### config.mk
export PLATFORM = sky130hd
export DESIGN_NAME = regfile_port_arbiter
export DESIGN_NICKNAME = d
export VERILOG_FILES = /design/src/rtl/regfile_arb_pkg.sv /design/src/rtl/rr_arbiter2.sv /design/src/rtl/regfile_port_arbiter.sv
export SDC_FILE = /design/constraint.sdc
export NUM_CORES = 1
export LEC_CHECK = 0
export ABC_AREA = 1
export CAP_MARGIN = 20
export CORE_AREA = 2 2 118 120
export DETAILED_ROUTE_END_ITERATION = 10
export DIE_AREA = 0 0 120 122
export DONT_BUFFER_PORTS = 1
export GPL_TIMING_DRIVEN = 1
export SETUP_SLACK_MARGIN = 0.3
export SYNTH_ARGS = -nofsm -noshare
export SYNTH_HDL_FRONTEND = slang
export SYNTH_SLANG_ARGS = --single-unit
### constraint.sdc
create_clock -name clk -period 1.24 [get_ports clk]
set_clock_uncertainty 0.15 [all_clocks]
set_input_delay 0.124 -clock clk [delete_from_list [all_inputs] [get_ports clk]]
set_output_delay 0.124 -clock clk [all_outputs]
set_load 0.005 [all_outputs]
### src/rtl/regfile_arb_pkg.sv
// Shared encodings for the register-file port arbiter: response owner and requester ids.
package regfile_arb_pkg;

  typedef enum logic [1:0] {
    OWNER_NONE = 2'd0,
    OWNER_CORE = 2'd1,
    OWNER_DBG  = 2'd2
  } owner_e;

  localparam int unsigned REQ_CORE = 0;
  localparam int unsigned REQ_DBG  = 1;

endpackage

### src/rtl/rr_arbiter2.sv
// Two-requester round-robin arbiter; one-hot grant, last_grant flop remembers the previous winner.
module rr_arbiter2
  import regfile_arb_pkg::*;
(
  input  logic       clk,
  input  logic       rst,
  input  logic [1:0] req,
  output logic [1:0] gnt
);

  logic last_grant_q;

  // On a tie the requester that did not win last time is served.
  always_comb begin
    gnt = 2'b00;
    if (rst) begin
      if (req[REQ_CORE] && req[REQ_DBG]) begin
        gnt[REQ_CORE] = last_grant_q;
        gnt[REQ_DBG]  = ~last_grant_q;
      end else begin
        gnt = req;
      end
    end
  end

  always_ff @(posedge clk) begin
    if (!rst) begin
      last_grant_q <= 1'(REQ_DBG);
    end else if (|gnt) begin
      last_grant_q <= gnt[REQ_DBG];
    end
  end

endmodule

### src/rtl/regfile_port_arbiter.sv
// Shares the register file's single access slot between the core pipeline and the debug module.
// Debug port arbitration is built only when REGFILE_ARB_DEBUG_EN is defined.
module regfile_port_arbiter
  import regfile_arb_pkg::*;
#(
  parameter int unsigned reg_width  = 5,
  parameter int unsigned data_width = 32
) (
  input  logic                  clk,
  input  logic                  rst,
  input  logic                  core_req_valid,
  output logic                  core_req_ready,
  input  logic                  core_req_write,
  input  logic [reg_width-1:0]  core_req_rs1,
  input  logic [reg_width-1:0]  core_req_rs2,
  input  logic                  core_req_rs2_en,
  input  logic [reg_width-1:0]  core_req_rd,
  input  logic [data_width-1:0] core_req_wdata,
  output logic                  core_resp_valid,
  output logic [data_width-1:0] core_resp_rs1_data,
  output logic [data_width-1:0] core_resp_rs2_data,
  input  logic                  dbg_req_valid,
  output logic                  dbg_req_ready,
  input  logic                  dbg_req_write,
  input  logic [reg_width-1:0]  dbg_req_addr,
  input  logic [data_width-1:0] dbg_req_wdata,
  output logic                  dbg_resp_valid,
  output logic [data_width-1:0] dbg_resp_data,
  output logic                  rf_rd_en,
  output logic                  rf_rs1_en,
  output logic                  rf_rs2_en,
  output logic [reg_width-1:0]  rf_rd,
  output logic [reg_width-1:0]  rf_rs1,
  output logic [reg_width-1:0]  rf_rs2,
  output logic [data_width-1:0] rf_rd_din,
  input  logic [data_width-1:0] rf_rs1_dout,
  input  logic [data_width-1:0] rf_rs2_dout
);

  logic   core_gnt_c;
  logic   dbg_gnt_c;
  owner_e owner_q;
  owner_e owner_d_c;
  logic   rs2_en_q;

`ifdef REGFILE_ARB_DEBUG_EN
  logic [1:0] arb_req_c;
  logic [1:0] arb_gnt_c;

  assign arb_req_c[REQ_CORE] = core_req_valid;
  assign arb_req_c[REQ_DBG]  = dbg_req_valid;

  rr_arbiter2 u_rr_arbiter2 (
    .clk (clk),
    .rst (rst),
    .req (arb_req_c),
    .gnt (arb_gnt_c)
  );

  assign core_gnt_c = arb_gnt_c[REQ_CORE];
  assign dbg_gnt_c  = arb_gnt_c[REQ_DBG];
`else
  logic unused_dbg_valid;

  assign unused_dbg_valid = dbg_req_valid;
  assign core_gnt_c       = rst & core_req_valid;
  assign dbg_gnt_c        = 1'b0;
`endif

  assign core_req_ready = core_gnt_c;
  assign dbg_req_ready  = dbg_gnt_c;

  // Steer the granted request onto the file ports; writes never enable a read port.
  always_comb begin
    rf_rd_en  = 1'b0;
    rf_rs1_en = 1'b0;
    rf_rs2_en = 1'b0;
    rf_rd     = '0;
    rf_rs1    = '0;
    rf_rs2    = '0;
    rf_rd_din = '0;
    owner_d_c = OWNER_NONE;
    if (core_gnt_c) begin
      if (core_req_write) begin
        rf_rd_en  = 1'b1;
        rf_rd     = core_req_rd;
        rf_rd_din = core_req_wdata;
      end else begin
        rf_rs1_en = 1'b1;
        rf_rs1    = core_req_rs1;
        rf_rs2_en = core_req_rs2_en;
        rf_rs2    = core_req_rs2;
        owner_d_c = OWNER_CORE;
      end
    end else if (dbg_gnt_c) begin
      if (dbg_req_write) begin
        rf_rd_en  = 1'b1;
        rf_rd     = dbg_req_addr;
        rf_rd_din = dbg_req_wdata;
      end else begin
        rf_rs1_en = 1'b1;
        rf_rs1    = dbg_req_addr;
        owner_d_c = OWNER_DBG;
      end
    end
  end

  always_ff @(posedge clk) begin
    if (!rst) begin
      owner_q  <= OWNER_NONE;
      rs2_en_q <= 1'b0;
    end else begin
      owner_q  <= owner_d_c;
      rs2_en_q <= core_gnt_c & ~core_req_write & core_req_rs2_en;
    end
  end

  // Responses come straight from the file's registered outputs; reset drops any pending one.
  assign core_resp_valid    = rst & (owner_q == OWNER_CORE);
  assign core_resp_rs1_data = core_resp_valid ? rf_rs1_dout : '0;
  assign core_resp_rs2_data = (core_resp_valid && rs2_en_q) ? rf_rs2_dout : '0;

`ifdef REGFILE_ARB_DEBUG_EN
  assign dbg_resp_valid = rst & (owner_q == OWNER_DBG);
  assign dbg_resp_data  = dbg_resp_valid ? rf_rs1_dout : '0;
`else
  assign dbg_resp_valid = 1'b0;
  assign dbg_resp_data  = '0;
`endif

endmodule

==> metrics <==
status finished, violations left; failing checks negative hold slack, negative setup slack; setup repair bufs after CTS 0; crit path kind register to output port; first-pass GRT wire length 5820 um; Synth area leaders nor2_1 (34%), buf_4 (21%), inv_1 (20%); GP Congestion 0.708; synth unique cells 9; Ports 305; first drt pass iteration count 4; Chip Width 120 um; Setup WS post-layout -0.0188 ns; post-synthesis instance total 287; clk root buf clkbuf_16; Initial Utilization 0.0935; Arr. time, crit path 0.98 ns; Die H 122 um; Final nets 443; Static Leak 0.000976 uW; vias in the first global route 1102; post-route insts no fill 466; most frequent cells in the layout inv_1 (66), nor2_2 (59), nor2_1 (49); hpwl dp 3580 um; initial DRC count 31; clk buf depth 2; Syn. warnings 0; worst min-delay path endpoint rs2_en_q; GRT Util Overall 0.0529; layout cells sized above 1 0.308; HP Class input pin to register; PD cells 465 nW/um^2; mean post-synth cell area 4.40 um^2; vias 1472; antenna viol nets, final 0; Total Wirelength 4800 um; gr ovfl total 0; final period demand of the worst path 1.26 ns; sequential area share after synthesis 0.0317; antenna violations before repair 0; final hold slack -0.0749 ns; number of synthesized register bits 2; Final setup viols 32; Worst-path clk slew 0.03 ns; maximum fanout along the worst path 16; Synth area leader nor2_1; largest net degree at the start of global routing 41; design area 1840 um^2; CTS H-tree depth 1; hold buffers post-CTS 1; area growth from synthesis to layout 45.4%; Avg WL per Cell 10.3 um; CTS tree built; Startpoint Class register; Post-route DRC 0; Core Area 13500 um^2; Rows 43; final hold viol count 1; mapped cell area 1260 um^2; fin. max-slew vios 0; maximum clock rate 794 MHz; post-synth top area share 0.345; vias per cell 3.16; maximum vdd drop 423 uV; I/O Buffers 0; RSZ-0062 raised after global routing yes; CTS Buf Count 3; CTS sink count 2; CP required 0.97 ns; Final period util 1.02; Worst Setup End Kind output port; Placed Area 1460 um^2; most common cell after layout, fill and taps aside inv_1; HP Start core_req_rs2_en; max cap viols 0; Hold Path Depth 2; placed insts 458; Die ar. 14600 um^2; antenna cells 0; Filler cells 1530
## worst max-delay path: stages, from the launching register on
cell and delay, ns:
dfxtp_4 0.37, nand2_4 0.10, buf_16 0.18, nor2_2 0.11
## metal layers
metal	up-vias	track usage	wire length, um
met1	612	0.0617	1900
met5	-	0	0
li1	712	-	-
met4	0	0.00221	0
met2	148	0.105	2460
met3	0	0.00936	437
## registers in the layout, indices dropped and copies added (netlist names)
signal and count:
owner_q 1, rs2_en_q 1
## how the worst max path moves through the flow
stage / slack, ns / cells past startpoint / startpoint / end
2_1_floorplan: 0.28 / 3 / owner_q[0] / core_resp_rs1_data[22]
3_3_place_gp: 0.11 / 3 / owner_q[0] / core_resp_rs2_data[0]
3_5_place_dp: 0.13 / 3 / owner_q[0] / core_resp_rs2_data[0]
4_1_cts: -0.03 / 3 / owner_q[0] / core_resp_rs1_data[22]
5_1_grt: -0.06 / 3 / owner_q[0] / core_resp_rs1_data[12]
6_report: -0.02 / 3 / owner_q[0] / core_resp_rs1_data[24]
## per-stage QoR
| stage | hold slack (ns) | utilization | worst slack [ns] | power, uW | setup TNS (ns) |
|---|---|---|---|---|---|
| 3_3_place_gp | 0.0436 | 0.108 | 0.110 | 292 | 0 |
| 4_1_cts | -0.0655 | 0.132 | -0.0338 | 857 | -0.986 |
| 6_report | -0.0749 | 0.136 | -0.0188 | 853 | -0.224 |
| 5_1_grt | -0.0503 | 0.136 | -0.0615 | 911 | -2.56 |
| 3_5_place_dp | 0.0462 | 0.108 | 0.128 | 294 | 0 |
| 2_1_floorplan | 0.111 | - | 0.285 | 351 | 0 |
## timing repair
action	CTS	global route
resized for setup	44	14
hold endpoints to repair	2	1
cloned	4	0
setup endpoints to repair	75	75
## area by class of cell
cell class,instances,area [um^2],area share
multi-input combinational,201,1000,0.545
clock buffer,3,75.1,0.0409
timing repair buffer,13,235,0.128
tap,180,225,0.123
inverter,67,255,0.139
sequential,2,45.0,0.0245
## kinds of logic (layout without fill, tap and decap cells)
family                 Yosys count  count (layout)  synth area share
buffers and inverters          117              83             0.468
other                            1              34           0.00297
AND/OR/NAND/NOR                167             167             0.498
flip-flops                       2               2            0.0317
## synth_stat cells
| master | count |
|---|---|
| buf_1 | 1 |
| nand2_1 | 50 |
| nand3_1 | 1 |
| dfxtp_1 | 2 |
| conb_1 | 1 |
| inv_1 | 67 |
| buf_4 | 36 |
| nor2_1 | 116 |
| buf_2 | 13 |
## power by group
part | internal, uW | switching, uW
Clock | 410 | 69.5
Sequential | 66.1 | 3.74
Combinational | 112 | 192
Power figures use the tool's default switching activity.
==> RTL edit 1, RTL diff (same flow settings) <==
Set the parameter `reg_width` to 10 (it was 5).
--- a/src/rtl/regfile_port_arbiter.sv
+++ b/src/rtl/regfile_port_arbiter.sv
@@ -3,7 +3,7 @@
 module regfile_port_arbiter
   import regfile_arb_pkg::*;
 #(
-  parameter int unsigned reg_width  = 5,
+  parameter int unsigned reg_width  = 10,
   parameter int unsigned data_width = 32
 ) (
   input  logic                  clk,
Ports: changed (7 resized); port bits go from 305 to 340. The function was not compared with the original's and may differ.
==> RTL edit 1 against the original RTL <==
  * The run still ends with hold timing, setup timing left
  * Sequential cell count stayed put
  * Cell count rose by 4.9%
  * Synthesized area rose by 11%
  * Power decreased by 1.6%
  * Wire length up 1.7%
  * Clock power about the same
  * Critical path depth is the same
  * Design area down 0.55%
  * Combinational power fell by 4%
  * Maximum frequency increased by 0.32%
  * Worst setup slack gained 0.0040 ns
  * Largest cell class unchanged
==> RTL edit 1: results <==
group,metric,value,unit
synthesis,ys.warnings.count,0,
sta,fin_setup_tns,-0.165,ns
synthesis,yosys_most_used_dff,"dfxtp_1",
grt,grtUsageMet1,5.19,%
power,leakage,0.947,nW
sta,finalHoldViolations,1,
power,p_sw_share,32.7,%
route,drtIter0Drc,46,
place,dp_hpwl,4190,um
synthesis,yosysUniqueCellTypes,10,
grt,use_met3,1.45,%
layout,drive_gt1_share,25.2,%
sta,layout_setup_ws,-0.0148,ns
grt,grtUsageMet2,10.4,%
synthesis,synth.avg_cell_area,4.39,sq um
grt,grt_pass1_wl,5990,um
setup_path,cp_max_fo,32,
sta,finalSetupViolations,23,
place,place_area,1570,sq um
synthesis,synth_common_cells,"nor2_1 (131), inv_1 (67), nand2_1 (65)",
setup_path,slowest_stage,"dfxtp_2",
setup_path,slowest_delay,0.34,ns
grt,grt_pass1_vias,1207,
sta,fin_hold_ws,-0.0409,ns
route,wl_per_cell,10.0,um
layout,fin_cells,489,
synthesis,synth.top_cells.by_area,"nor2_1 (35%), buf_4 (19%), inv_1 (18%), nand2_1 (17%), buf_2 (5.3%)",
route,vias_per_cell,3.31,
synthesis,ys_seq_area_share,2.84,%
place,place.gp.congestion,0.763,
grt,grt_use_total,5.46,%
run_status,failed_checks,"hold timing, setup timing",
run_status,run_status,"finished, violations left",
[RTL edit 1: path summary, 6_finish.rpt]
path | from | end | depth (start not counted)
setup / recovery | owner_q[0]$_SDFF_PN0_ | core_resp_rs2_data[6] | 3
hold / removal | core_req_rs2_en | rs2_en_q$_SDFF_PN0_ | 2
[RTL edit 1: power groups by stage]
stage	registers (mW)	logic (mW)	clock network [mW]
after floorplan	0.0703	0.319	0
after global placement	0.0704	0.251	0
after detailed placement	0.0705	0.255	0
after CTS	0.0697	0.288	0.488
after global routing	0.0698	0.331	0.504
final	0.0697	0.292	0.478
[RTL edit 1: per-stage QoR]
| step | setup WS (ns) | power [mW] |
|---|---|---|
| floorplan | 0.285 | 0.389 |
| global placement | 0.200 | 0.322 |
| detailed placement | 0.194 | 0.325 |
| CTS | -0.0230 | 0.846 |
| global route | -0.0541 | 0.905 |
| finish | -0.0148 | 0.840 |
[RTL edit 1: routing by layer]
layer,vias to the layer above,part of all wire (%),wire [um]
met2,164,51,2490
li1,786,-,-
met1,662,33,1610
met3,8,12,608
met5,-,0,0
met4,0,3.5,173
[RTL edit 1: timing repair]
action | in CTS | in global routing
gates resized for setup | 48 | 4
setup endpoints to repair | 65 | 65
hold endpoints to repair | 2 | 1
[RTL edit 1: area by class of cell]
type / count / area [sq um]
Tap cell: 180 / 225
Multi-Input combinational cell: 231 / 1130
Clock buffer: 3 / 75.1
Timing Repair Buffer: 6 / 97.6
Sequential cell: 2 / 42.5
Fill cell: 1567 / 11700
Inverter: 67 / 254
[RTL edit 1: kinds of logic after synthesis]
logic type	count (synthesis)
buf+inv	121
other cells	1
simple gates	197
flops	2
==> RTL edit 2, RTL diff (same settings) <==
Without the edit above. Reset style: asynchronous (`rst`), changed in one clocked block.
--- a/src/rtl/regfile_port_arbiter.sv
+++ b/src/rtl/regfile_port_arbiter.sv
@@ -105,7 +105,7 @@
     end
   end
 
-  always_ff @(posedge clk) begin
+  always_ff @(posedge clk or negedge rst) begin
     if (!rst) begin
       owner_q  <= OWNER_NONE;
       rs2_en_q <= 1'b0;
Function: same outputs for any inputs over 10 cycles, from zero or initial values and one cycle with rst low; that may be too few to reach the edited logic, so the function may still have changed.
==> RTL edit 2 against the original RTL <==
  * The flow still finishes with violations (hold timing, setup timing)
  * Power is 5.1% lower
  * Synthesized area is 0.69% higher
  * Count of clock-buffer cells in the layout unchanged
  * First-iteration DRC count rose by 84%
  * Sequential cell count unchanged
  * Sequential power fell by 0.9%
  * Wire length up 1.1%
  * Combinational power shrank 15%
  * Design area decreased by 11%
  * Worst setup slack got worse by 0.093 ns
  * Critical endpoint is now core_resp_rs2_data[0]
  * Largest power group unchanged
  * Highest routed layer unchanged
==> RTL edit 2: results <==
group,metric,value,unit
grt,antenna_found_initial,0,
layout,nNetsFinal,444,
grt,grt_use_total,4.55,%
setup_path,crit_start,"owner_q[0]$_DFF_PN0_",
power,peakVddDrop,0.291,mV
route,dr_total_vias,1477,
sta,finalSetupViolations,65,
synthesis,async_reset_ff_share,100,%
setup_path,cp_max_fo,32,
power,p_per_area,495,nW/um^2
clocking,clk_path_buf_depth,2,
sta,finalHoldViolations,2,
layout,drive_gt1_share,13.9,%
synthesis,synth_common_cells,"nor2_1 (115), inv_1 (67), nand2_1 (50)",
power,leakage,0.971,nW
grt,use_met3,0.655,%
synthesis,yosysUniqueCellTypes,9,
run_status,failed_checks,"hold timing, setup timing",
grt,grtUsageMet1,4.35,%
min_path,whs_path_depth,1,
synthesis,synth.top_cells.by_area,"nor2_1 (34%), buf_4 (22%), inv_1 (20%), nand2_1 (15%), buf_2 (4.7%)",
place,dp_cells,461,
place,pre_cts_ws,0.0934,ns
route,m1WireLength,1600,um
route,met2_length,2690,um
setup_path,critPathArrivalTime,1.08,ns
sta,fin_hold_ws,-0.176,ns
place,place.gp.congestion,0.720,
sta,fin_setup_tns,-2.84,ns
place,dp_hpwl,3930,um
layout,nFillCells,1564,
grt,grt_max_degree,53,
clocking,htreeDepth,1,
run_status,run_status,"finished, violations left",
synthesis,ys_seq_area_share,3.94,%
route,drt-total-wl,4860,um
min_path,hold_path.class,"in2reg",
sta,layout_setup_ws,-0.112,ns
route,drtIter0Drc,57,
place,place_area,1460,sq um
clocking,hold_buffers,1,
grt,grt_pass1_vias,930,
grt,grtUsageMet2,10.0,%
route,wl_met3,557,um
layout,fin_cells,467,
synthesis,yosys_most_used_dff,"dfrtp_1",
setup_path,setup.worst_path.end,"core_resp_rs2_data[0]",
synthesis,synth_cells,286,
grt,grt_pass1_wl,5000,um
## RTL edit 2: cell count changes after synthesis, sizes merged
cell    delta
dfrtp      +2
dfxtp      -2
buf        -1
clkbuf     +1
nor2       -1
## RTL edit 2: layout make-up
cell class,count,area (sq um),share of cell area [%]
Multi-Input combinational cell,200,840,51.3
Inverter,67,255,15.6
Tap cell,180,225,13.8
Timing Repair Buffer,15,190,11.6
Clock buffer,3,75.1,4.59
Sequential cell,2,50.0,3.06
## RTL edit 2: report_power, final
part	leakage (nW)	internal, mW	switching [mW]
clock	0.0370	0.410	0.0731
sequential	0.0272	0.0679	0.00142
combinational	0.907	0.0896	0.168
total	0.971	0.568	0.242
## RTL edit 2: how the worst min path moves through the flow
stage	slack [ns]	endpoint	startpoint
detailed placement	-0.32	rs2_en_q$_DFF_PN0_	rst
floorplan	-0.32	owner_q[0]$_DFF_PN0_	rst
finish	-0.18	owner_q[0]$_DFF_PN0_	core_req_write
global route	-0.18	owner_q[0]$_DFF_PN0_	core_req_write
global placement	-0.32	owner_q[0]$_DFF_PN0_	rst
CTS	-0.17	owner_q[0]$_DFF_PN0_	core_req_write
## RTL edit 2: critical path, cell delays in order, from the launching register on
cell	delay (ns)
dfrtp_1	0.39
nand3_2	0.09
buf_12	0.18
nor2_1	0.05
buf_4	0.14
## RTL edit 2: cell families after synthesis
family                 share of synthesized area [%]
buffers and inverters                           46.7
DFF                                             3.94
other                                          0.295
and+or+nand+nor                                 49.1
## RTL edit 2: repair_timing
| item | in CTS | in global routing |
|---|---|---|
| pin swaps | 0 | 0 |
| resized for setup | 5 | 7 |
| hold endpoints to repair | 4 | 2 |
| endpoints found under the setup margin | 74 | 67 |
| cloned | 0 | 2 |
